### config.mk
export PLATFORM = sky130hd
export DESIGN_NAME = serial_adder_unit_flat
export DESIGN_NICKNAME = d
export VERILOG_FILES = /design/src/rtl/serial_adder_if.sv /design/src/rtl/serial_adder_unit.sv /design/src/flat_wrapper.sv
export SDC_FILE = /design/constraint.sdc
export NUM_CORES = 1
export LEC_CHECK = 0
export CORE_MARGIN = 10
export CORE_UTILIZATION = 25
export DETAILED_ROUTE_END_ITERATION = 12
export DONT_BUFFER_PORTS = 1
export GPL_ROUTABILITY_DRIVEN = 1
export PLACE_DENSITY = 0.39
export SLEW_MARGIN = 10
export SYNTH_ARGS = -nofsm -noshare
export SYNTH_HDL_FRONTEND = slang
export SYNTH_SLANG_ARGS = --single-unit
### constraint.sdc
create_clock -name clk -period 1.45 [get_ports clk]
set_input_delay 0.3625 -clock clk [delete_from_list [all_inputs] [get_ports clk]]
set_output_delay 0.3625 -clock clk [all_outputs]
set_load 0.1 [all_outputs]
### src/rtl/serial_adder_if.sv
// Operand/result bundle for the bit-serial adder: start request, operands and registered result.
interface serial_adder_if #(
  parameter int unsigned N = 8
);
  logic         start;
  logic [N-1:0] a;
  logic [N-1:0] b;
  logic         cin;
  logic         busy;
  logic         done;
  logic [N-1:0] sum;
  logic         cout;

  modport master (
    output start, a, b, cin,
    input  busy, done, sum, cout
  );

  modport slave (
    input  start, a, b, cin,
    output busy, done, sum, cout
  );
endinterface

### src/rtl/serial_adder_unit.sv
// Bit-serial N-bit adder: one full-add per clock, LSB first, carry held in a flop between bits.
module serial_adder_unit #(
  parameter int unsigned N = 8
) (
  input  logic           clk,
  input  logic           rst_n,
  serial_adder_if.slave  bus
);

  localparam int unsigned CNT_W = (N > 1) ? $clog2(N) : 1;

  typedef enum logic [1:0] {
    IDLE  = 2'd0,
    SHIFT = 2'd1,
    DONE  = 2'd2
  } state_t;

  state_t           state_q, state_d;
  logic [N-1:0]     a_sr_q, a_sr_d;
  logic [N-1:0]     b_sr_q, b_sr_d;
  logic [N-1:0]     acc_q, acc_d;
  logic             carry_q, carry_d;
  logic [CNT_W-1:0] cnt_q, cnt_d;
  logic             busy_q, busy_d;
  logic             done_q, done_d;
  logic [N-1:0]     sum_q, sum_d;
  logic             cout_q, cout_d;

  logic             fa_sum_c;
  logic             fa_cout_c;

  // Full-adder cell on the current LSBs with the carry fed back as its third input.
  always_comb begin
    fa_sum_c  = a_sr_q[0] ^ b_sr_q[0] ^ carry_q;
    fa_cout_c = (a_sr_q[0] & b_sr_q[0]) | (a_sr_q[0] & carry_q) | (b_sr_q[0] & carry_q);
  end

  always_comb begin
    state_d = state_q;
    a_sr_d  = a_sr_q;
    b_sr_d  = b_sr_q;
    acc_d   = acc_q;
    carry_d = carry_q;
    cnt_d   = cnt_q;
    sum_d   = sum_q;
    cout_d  = cout_q;

    case (state_q)
      IDLE, DONE: begin
        if (bus.start) begin
          a_sr_d  = bus.a;
          b_sr_d  = bus.b;
          carry_d = bus.cin;
          cnt_d   = '0;
          state_d = SHIFT;
        end else begin
          state_d = IDLE;
        end
      end
      SHIFT: begin
        a_sr_d  = a_sr_q >> 1;
        b_sr_d  = b_sr_q >> 1;
        acc_d   = {fa_sum_c, acc_q[N-1:1]};
        carry_d = fa_cout_c;
        cnt_d   = cnt_q + CNT_W'(1);
        // Last bit: publish the completed word so sum never shows partial results.
        if (cnt_q == CNT_W'(N - 1)) begin
          sum_d   = {fa_sum_c, acc_q[N-1:1]};
          cout_d  = fa_cout_c;
          state_d = DONE;
        end
      end
      default: state_d = IDLE;
    endcase

    busy_d = (state_d == SHIFT);
    done_d = (state_d == DONE);
  end

  always_ff @(posedge clk or negedge rst_n) begin
    if (!rst_n) begin
      state_q <= IDLE;
      a_sr_q  <= '0;
      b_sr_q  <= '0;
      acc_q   <= '0;
      carry_q <= 1'b0;
      cnt_q   <= '0;
      busy_q  <= 1'b0;
      done_q  <= 1'b0;
      sum_q   <= '0;
      cout_q  <= 1'b0;
    end else begin
      state_q <= state_d;
      a_sr_q  <= a_sr_d;
      b_sr_q  <= b_sr_d;
      acc_q   <= acc_d;
      carry_q <= carry_d;
      cnt_q   <= cnt_d;
      busy_q  <= busy_d;
      done_q  <= done_d;
      sum_q   <= sum_d;
      cout_q  <= cout_d;
    end
  end

  assign bus.busy = busy_q;
  assign bus.done = done_q;
  assign bus.sum  = sum_q;
  assign bus.cout = cout_q;

endmodule

### src/flat_wrapper.sv
// flat-port wrapper written by rule: the top's interface ports become plain ports
module serial_adder_unit_flat 
#(
  parameter int unsigned N = 8
)
  (clk, rst_n, bus_start, bus_a, bus_b, bus_cin, bus_busy, bus_done, bus_sum, bus_cout);
  serial_adder_if #(.N(N)) bus_i ();
  input  logic clk;
  input  logic rst_n;
  input wire logic [$bits(bus_i.start)-1:0] bus_start;
  input wire logic [$bits(bus_i.a)-1:0] bus_a;
  input wire logic [$bits(bus_i.b)-1:0] bus_b;
  input wire logic [$bits(bus_i.cin)-1:0] bus_cin;
  output wire logic [$bits(bus_i.busy)-1:0] bus_busy;
  output wire logic [$bits(bus_i.done)-1:0] bus_done;
  output wire logic [$bits(bus_i.sum)-1:0] bus_sum;
  output wire logic [$bits(bus_i.cout)-1:0] bus_cout;
  assign bus_i.start = bus_start;
  assign bus_i.a = bus_a;
  assign bus_i.b = bus_b;
  assign bus_i.cin = bus_cin;
  assign bus_busy = bus_i.busy;
  assign bus_done = bus_i.done;
  assign bus_sum = bus_i.sum;
  assign bus_cout = bus_i.cout;
  serial_adder_unit #(.N(N)) u_core (.clk(clk), .rst_n(rst_n), .bus(bus_i));
endmodule
======== Word level (Yosys, flattened, before mapping) ========
Cells that the tools add are included.
operators by class
  bitwise operators ....................... 7
  equality and inequality tests ........... 6
  $add $sub $neg .......................... 1
  reduce and logical (&&, ||, !) cells .... 5
  multiplexer cells ....................... 11
operators with widths
  kind                 number
  $pmux 8 s2           2
  $mux 8               2
  $pmux 3 s2           1
  $eq 2x1->1 const B   2
  $eq 2x2->1 const B   2
  $pmux 2 s2           1
  $reduce_and 2->1     2
  $add 3x1->3 const B  1
  $and 1x1->1          3
  $eq 3x3->1 const B   1
  $mux 3               1
  $logic_not 2->1      1
  $mux 1               2
  $mux 2               1
  $ne 2x2->1 const B   1
  $or 1x1->1           2
  $pmux 1 s2           1
  $reduce_bool 2->1    1
  $reduce_or 2->1      1
  $xor 1x1->1          2
storage, ports and cells
  output and inout bits ................... 11
  flip-flop bits (word level) ............. 41

======== Longest topological paths before layout ========
Gate-level depths: netlist (run 1).
  depth after elaboration ................. 4
  depth in mapped cells ................... 5

======== Worst setup path after synthesis (run 1) ========
Ideal clock, no wire load.
  kind .................................... reg2reg
  start point ............................. reg u_core.cnt_q[0]
  end point ............................... reg u_core.cout_q, in the netlist u_core.bus.cout
  required time ........................... 1325 ps
  stages on the path, launching flop included .. 6
  arrival time ............................ 1330 ps
  slack ................................... -5 ps
  buffers on the path ..................... 1
  period minus slack after synthesis ...... 1455 ps
  cell sequence ........................... dfrtp_1 > ha_1 > ha_1 > nand3b_4 > buf_6 > mux2_4
between the ends
  word-level cells in the longest chain between the ends .. 2
ends and longest elaborated chain
  item                        RTL line                  RTL
  start, declared             serial_adder_unit.sv:23   logic [CNT_W-1:0] cnt_q, cnt_d;
  start signal, assigned      serial_adder_unit.sv:98   cnt_q <= cnt_d;
  $eq 3x3->1                  serial_adder_unit.sv:67   if (cnt_q == CNT_W'(N - 1)) begin
  $reduce_and 2->1 (no line)  n/a
  end signal, assigned        serial_adder_unit.sv:102  cout_q <= cout_d;
  end, declared               serial_adder_unit.sv:27   logic cout_q, cout_d;
No other way between the ends.
A chain may end at the register's enable or synchronous reset.

======== Worst setup path in the final report (run 1) ========
  start point ............................. reg u_core.cnt_q[1]
  end point ............................... reg u_core.sum_q[4], in the netlist u_core.bus.sum[4]
between the ends
  word-level cells in the longest chain between the ends .. 2
ends and longest elaborated chain
  item                        RTL line                  RTL
  $eq 3x3->1                  serial_adder_unit.sv:67
  $reduce_and 2->1 (no line)  n/a
  end signal, assigned        serial_adder_unit.sv:101  sum_q <= sum_d;
  end, declared               serial_adder_unit.sv:26   logic [N-1:0] sum_q, sum_d;
No other way between the ends.

==> summary.txt, run 1 <==
Power and ir drop
  – PwrDens: between 2000 and 3000 mW/mm^2
  – Lkg Pwr: 1.14 nW
  – Maximum VDD drop: 0.000701 V
  – Pwr Total: roughly 0.0061 W

Synth
  – Post-synth top cells: 47 x mux2i_1, 40 x dfrtp_1, 9 x mux2_2
  – Avg Cell Area, Syn: 14.5 sq um
  – Synth top area share: between 50% and 60%
  – Synthesized area: ~0.0019 sq mm
  – Distinct cells, synth: 21
  – Register area share after synthesis: 51.5%
  – YS warnings: 0
  – Post-synth net total: 157
  – Cell taking the most area after synthesis: dfrtp_1
  – Area contributors post-synth: dfrtp_1 51%, mux2i_1 24%, mux2_4 6.2%, mux2_2 5.2%, buf_6 2.3%
  – Most frequent cell after synthesis: mux2i_1
  – Register bit total from synthesis: 40
  – Post-synth EDFFs: 0
  – Ys async rst share: 100%
  – Top_reg_cell synth: dfrtp_1
  – Mapped Cells: 134

Cells and area
  – NumNets Final: 174
  – Layout cells sized above 1: 30.9%
  – Synthesis-to-finish area growth: 23.3%
  – # diodes: 0
  – Fill cell total of the finished layout: between 700 and 800

Clocking
  – Post-CTS Setup Bufs: 0
  – CTS Buffer Depth: 2
  – Clk_lat worst skew: 0.29 ns
  – Root buffer cell: clkbuf_8
  – TritonCTS clock tree: done
  – CTS Buf Count: 5
  – Clk slew on worst S/H paths: approximately 0.080 ns
  – CTS H-tree depth: 2
  – Clock sink total: 40

Status
  – Outcome: finished clean

Die
  – Core box area: 0.00765 sq mm
  – Die Span Y: about 110 um
  – # rows: 32
  – Starting density of the core: approximately a quarter
  – Chip Width: approximately 110 um
  – Die area: 0.0117 sq mm
  – I/O Pins: 31

Timing
  – Pins over their slew limit: 0
  – Final setup vio count: 0
  – FMAX: 0.724 GHz
  – Tightest Pin Transition: 0.298 ns
  – Final TNS setup: 0 ns
  – RSZ-0062 raised after global routing: false
  – Fin Hold WS: 0.246 ns
  – Hold Vio Cnt, Final: 0
  – Worst Skew: 0.00641 ns
  – Max-Slew Margin vs Limit: 80.1%
  – Period utilization: a little over nine tenths
  – Final worst slack: slightly below 0.07 ns
  – Period minus WS final: 1.38 ns

Worst setup path
  – CP max stage delay: 0.40 ns
  – Crit end category: flop
  – Critical path's slowest cell: dfrtp_1
  – Worst EP arrival: 1.57 ns
  – CP Data Required Time: about 1.6 ns
  – CP Max Fanout: 6
  – Crit-path cells: ha_2, ha_4, nand3b_4, mux2_2
  – Setup CP Type: reg -> reg
  – Startpoint Class: flop

Placed design
  – Pre-CTS setup slack: -0.0500 ns
  – IO Port Bufs: 0
  – DP HPWL: 2570 um
  – RePlAce Congestion: 0.636

Routing
  – Vias per cell: roughly 4.4
  – DR vias: 1109
  – Routed WL: 3870 um
  – DR WL/cell: 15.2 um
  – Router iterations before antenna repair: 2
  – Detail Route Antenna Nets: 0
  – Remaining DRCs: 0
  – Drt initial violations: 24

Global route
  – Antenna violations before repair: 0
  – Number of global-route vias before repair: 1164
  – First-pass GRT wire length: 6100 um
  – Largest net degree at the start of global routing: 41
  – GRT Resource Usage Total: 6.71%
  – Grt ovf: 0

Flow run
  – Maximum capacitance violations: 0

Min path
  – Worst min-delay path class: in -> reg
what timing repair did:
item,in CTS,in global routing
hold endpoints to repair,40,0
pin swaps,1,0
endpoints found under the setup margin,9,14
resized for setup,2,4
gates cloned,1,0
hold buffers,2,0
worst max-delay path, delay by kind of cell, from the launching register on:
kind	cells	cell delay, ns
adders and majority gates	2	0.39
and+or+nand+nor	1	0.14
muxes	1	0.34
DFF	1	0.40
per-stage QoR:
step,utilization [%],instances,cell area (sq um)
after global routing,31.3,254,2400
after detailed placement,28.8,243,2200
after global placement,28.8,243,2200
after CTS,31.1,254,2380
final,31.3,254,2400
after floorplan,-,134,1950
registers in the layout, summed over array words and instances, names as in the netlist, 2 cells and up:
register and count:
u_core.cnt_q 3, u_core.acc_q 7, u_core.state_q 2, u_core.bus.sum 8
u_core.b_sr_q 8, u_core.a_sr_q 8
per-layer routing:
layer | part of all wire (%) | global-route usage (%) | wire length, um | vias up
met5 | 0 | 0 | 0 | -
met4 | 1.5 | 2.86 | 59 | 0
met3 | 7.1 | 3.33 | 275 | 7
met2 | 48 | 10.3 | 1870 | 24
met1 | 43 | 7.73 | 1660 | 560
li1 | - | - | - | 518
report_power, final:
part	internal [W]	total (W)	switching, W	leakage (nW)
combinational	0.00132	0.00303	0.00170	0.582
clock	0.000608	0.00100	0.000393	0.0645
sequential	0.00162	0.00207	0.000442	0.494
total	0.00356	0.00609	0.00254	1.14
cell families (layout without fill, tap and decap cells):
| family | after synthesis | in the layout | synth area share [%] |
|---|---|---|---|
| AO/OA/AOI/OAI | 7 | 7 | 2.45 |
| XOR/XNOR | 1 | 1 | 0.451 |
| adder cells (fa/ha/maj) | 3 | 3 | 2.32 |
| buffers and inverters | 12 | 29 | 4.70 |
| flip-flops | 40 | 40 | 51.5 |
| multiplexers | 65 | 65 | 36.2 |
| AND/OR/NAND/NOR | 6 | 7 | 2.45 |
layout make-up:
type | instances | area (sq um) | share of cell area (%)
Clock inverter | 1 | 30.0 | 1.25
Inverter | 3 | 11.3 | 0.470
Timing Repair Buffer | 18 | 241 | 10.1
Sequential cell | 40 | 1000 | 41.8
Multi-Input combinational cell | 83 | 890 | 37.1
Tap cell | 102 | 128 | 5.32
Clock buffer | 7 | 96.3 | 4.02
worst paths after layout:
| path | start | endpoint | slack (ns) | cells after the start |
|---|---|---|---|---|
| max in group asynchronous | rst_n | u_core.bus.busy$_DFF_PN0_ | 0.72 | 2 |
| min | bus_start | u_core.bus.busy$_DFF_PN0_ | 0.25 | 2 |
| min in group asynchronous | rst_n | u_core.bus.sum[4]$_DFFE_PN0P_ | 0.53 | 2 |
| min reg2reg | u_core.acc_q[1]$_DFFE_PN0N_ | u_core.bus.sum[0]$_DFFE_PN0P_ | 0.52 | 1 |
| max | u_core.cnt_q[1]$_DFFE_PN0P_ | u_core.bus.sum[4]$_DFFE_PN0P_ | 0.07 | 4 |
| max reg2reg | u_core.cnt_q[1]$_DFFE_PN0P_ | u_core.bus.sum[4]$_DFFE_PN0P_ | 0.07 | 4 |
layout by cell type, fill, tap and decap left out, types with 2 or more instances in the layout:
master / netlist / final
nand3b_4: 1 / 2
nand3_1: 2 / 2
buf_4: 0 / 8
dfrtp_1: 40 / 40
o21ai_0: 2 / 2
clkbuf_8: 0 / 7
o22ai_1: 2 / 2
mux2_2: 9 / 9
buf_12: 0 / 8
mux2i_1: 47 / 47
a22o_1: 2 / 2
inv_1: 3 / 3
mux2_4: 8 / 8
No activity file was read; power rests on OpenSTA's default activity.
==> inputs of run 2 (changes only) <==
==> constraint.sdc (replaced) <==
create_clock -name clk -period 1.45 [get_ports clk]
set_input_delay 0.29 -clock clk [delete_from_list [all_inputs] [get_ports clk]]
set_output_delay 0.29 -clock clk [all_outputs]
set_load 0.1 [all_outputs]
==> results of run 2 <==
Same layout as run 1 (identical final DEF). Status: finished clean.
Among the figures that moved: hold slack 0.246 ns -> 0.173 ns
==> inputs of run 3 (changes only) <==
CORE_UTILIZATION = 45   (was 25)
GPL_ROUTABILITY_DRIVEN = default   (was 1)
PLACE_DENSITY = 0.61   (was 0.39)
clock period = 1.2 ns   (was 1.45 ns; I/O delays follow)
==> run 3 against run 2 <==
Effect of this change:
- the run now ends with setup timing left
- critical endpoint unchanged
- combinational power rose by 40%
- clock power shrank 9%
- non-clock buffer count up 12
- cell count is 16% lower
- utilization rose by 30 points
- global-route usage up 3.1 points
- wire length fell by 8.5%
- fmax grew 3.4%
- count of clock-buffer cells in the layout fell by 1
- via count increased by 2.1%
==> summary.txt, run 3 (same netlist as run 1, synthesis figures left out) <==
Worst setup path
  – CP Data Required Time: 1.37 ns
  – Setup CP Type: reg -> reg
  – Crit end category: flop
  – CP Max Fanout: 5
  – R2R setup slack: -0.13 ns
  – Worst EP arrival: 1.51 ns
  – Startpoint Class: flop

Timing
  – Hold Vio Cnt, Final: 0
  – Max-Slew Margin vs Limit: between 80% and 90%
  – Worst Skew: ~0.0064 ns
  – Tightest Pin Transition: 0.198 ns
  – RSZ-0062 raised after global routing: true
  – Period utilization: 111%
  – Pins over their slew limit: 0
  – Final worst slack: -0.135 ns
  – FMAX: roughly 0.75 GHz
  – Final setup vio count: 12
  – Period minus WS final: between 1 and 1.5 ns

Cells and area
  – Cell area after layout: around 0.0025 sq mm
  – Non-Filler Instances: 214
  – NumNets Final: ~190
  – Layout cells sized above 1: 39.0%
  – Synthesis-to-finish area growth: 28.4%
  – # diodes: 0
  – Most frequent cells in the layout: 47 x mux2i_1, 37 x dfrtp_1, 14 x buf_4
  – Most common cell after layout, fill and taps aside: mux2i_1

Power and ir drop
  – Net Sw Frac: 41.3%
  – Lkg Pwr: about 1.2 nW
  – Pwr Total: ~0.0077 W
  – Maximum VDD drop: approximately 0.0012 V
  – Clk pwr share: 11.9%
  – Switching power: approximately 0.0032 W
  – Pint: 0.00451 W
  – Combinational power share: 55.2%
  – Register share of total power: 32.9%
  – PwrDens: 3070 mW/mm^2

Routing
  – Vias per cell: 5.29
  – Routed WL: 3540 um
  – DR vias: 1132
  – Routed met2 length: 1760 um
  – DR WL/cell: 16.5 um
  – Router iterations before antenna repair: 2
  – Uppermost routed layer: met4
  – Drt initial violations: 25
  – Routed wl met3: 250 um
  – Routed metal-1 wire length: 1480 um
  – Detail Route Antenna Nets: 0
  – Remaining DRCs: 0

Die
  – Starting density of the core: 47.6%
  – Chip Width: 85.7 um
  – Die Span Y: 85.7 um
  – # rows: 23
  – I/O Pins: 31
  – Die area: 0.00735 sq mm
  – Core box area: 0.00409 sq mm

Placed design
  – Placed Area: 0.00227 sq mm
  – DP HPWL: 2480 um
  – RePlAce Congestion: 0.726
  – DP Cell Count: 200
  – Pre-CTS setup slack: -0.224 ns
  – IO Port Bufs: 0

Global route
  – GRT Resource Usage Total: 9.86%
  – Grt ovf: 0
  – Antenna violations before repair: 0
  – Largest net degree at the start of global routing: just over 40
  – First-pass GRT wire length: 5890 um
  – Number of global-route vias before repair: 1209

Clocking
  – Clock sink total: 40
  – Root buffer cell: clkbuf_8
  – CTS Buffer Depth: 2
  – TritonCTS clock tree: done
  – CTS Buf Count: 5
  – Clk slew on worst S/H paths: roughly 0.070 ns
  – CTS H-tree depth: 2
  – Clk_lat worst skew: 0.29 ns

Flow run
  – Maximum capacitance violations: 0

Status
  – Outcome: finished, violations left
  – Failing checks: setup timing

Min path
  – Worst min-delay path class: in -> reg
==> run 3: cell count changes in the layout (fill, tap and decap cells not counted), moves of 2 or more <==
| cell | previous run | this run |
|---|---|---|
| mux2_2 | 9 | 5 |
| buf_12 | 8 | 11 |
| mux2_4 | 8 | 13 |
| buf_4 | 8 | 14 |
| dfrtp_2 | 0 | 3 |
| clkinv_2 | 0 | 2 |
| dfrtp_1 | 40 | 37 |
==> run 3: metal layers <==
layer	track usage [%]	up-vias
met4	5.39	0
met2	15.1	25
met3	4.45	6
met1	11.2	561
met5	0	-
li1	-	540
==> run 3: layout make-up <==
cell class | count | area, sq um
well taps | 50 | 62.6
inverters | 3 | 11.3
repair buffers | 30 | 400
clock inverters | 2 | 10.0
clock buffers | 6 | 82.6
multi-input cells | 83 | 926
flip-flops and latches | 40 | 1000
fillers | 337 | 1590
==> run 3: repair_timing <==
action | in CTS | in global routing
gates cloned | 1 | 0
gates resized for setup | 6 | 8
buffers inserted | 2 | 2
endpoints found under the hold margin | 40 | 40
pin swaps | 2 | 2
setup endpoints to repair | 13 | 21
==> run 3: through the flow <==
stage | utilization, % | TNS [ns] | hold slack, ns
2_1_floorplan | - | -1.51 | -0.0556
3_3_place_gp | 55.6 | -1.50 | -0.0536
3_5_place_dp | 55.6 | -1.88 | -0.0536
4_1_cts | 59.2 | -1.43 | -0.376
5_1_grt | 61.1 | -1.59 | 0.103
6_report | 61.1 | -1.29 | 0.112
==> run 3: final timing paths <==
check | start | to | cells past startpoint
hold / removal | bus_start | u_core.state_q[0]$_DFF_PN0_ | 2
hold reg to reg | u_core.acc_q[1]$_DFFE_PN0N_ | u_core.bus.sum[0]$_DFFE_PN0P_ | 1
setup reg to reg | u_core.cnt_q[0]$_DFFE_PN0P_ | u_core.bus.sum[4]$_DFFE_PN0P_ | 4
setup / recovery | u_core.cnt_q[0]$_DFFE_PN0P_ | u_core.bus.sum[4]$_DFFE_PN0P_ | 4
max in group asynchronous | rst_n | u_core.state_q[0]$_DFF_PN0_ | 2
min in group asynchronous | rst_n | u_core.bus.sum[5]$_DFFE_PN0P_ | 2
==> run 3: worst max-delay path, cell delays in order, from the launching register on <==
cell	delay [ns]
dfrtp_1	0.42
ha_4	0.18
ha_4	0.18
nand3b_4	0.13
mux2_4	0.31
==> run 3: power groups by stage <==
stage | Combinational, W | Clock, W | Sequential (W)
final | 0.00424 | 0.000914 | 0.00253
after global routing | 0.00448 | 0.00100 | 0.00260
after CTS | 0.00408 | 0.000939 | 0.00253
after detailed placement | 0.00400 | 0 | 0.00252
after global placement | 0.00389 | 0 | 0.00250
after floorplan | 0.00164 | 0 | 0.00357
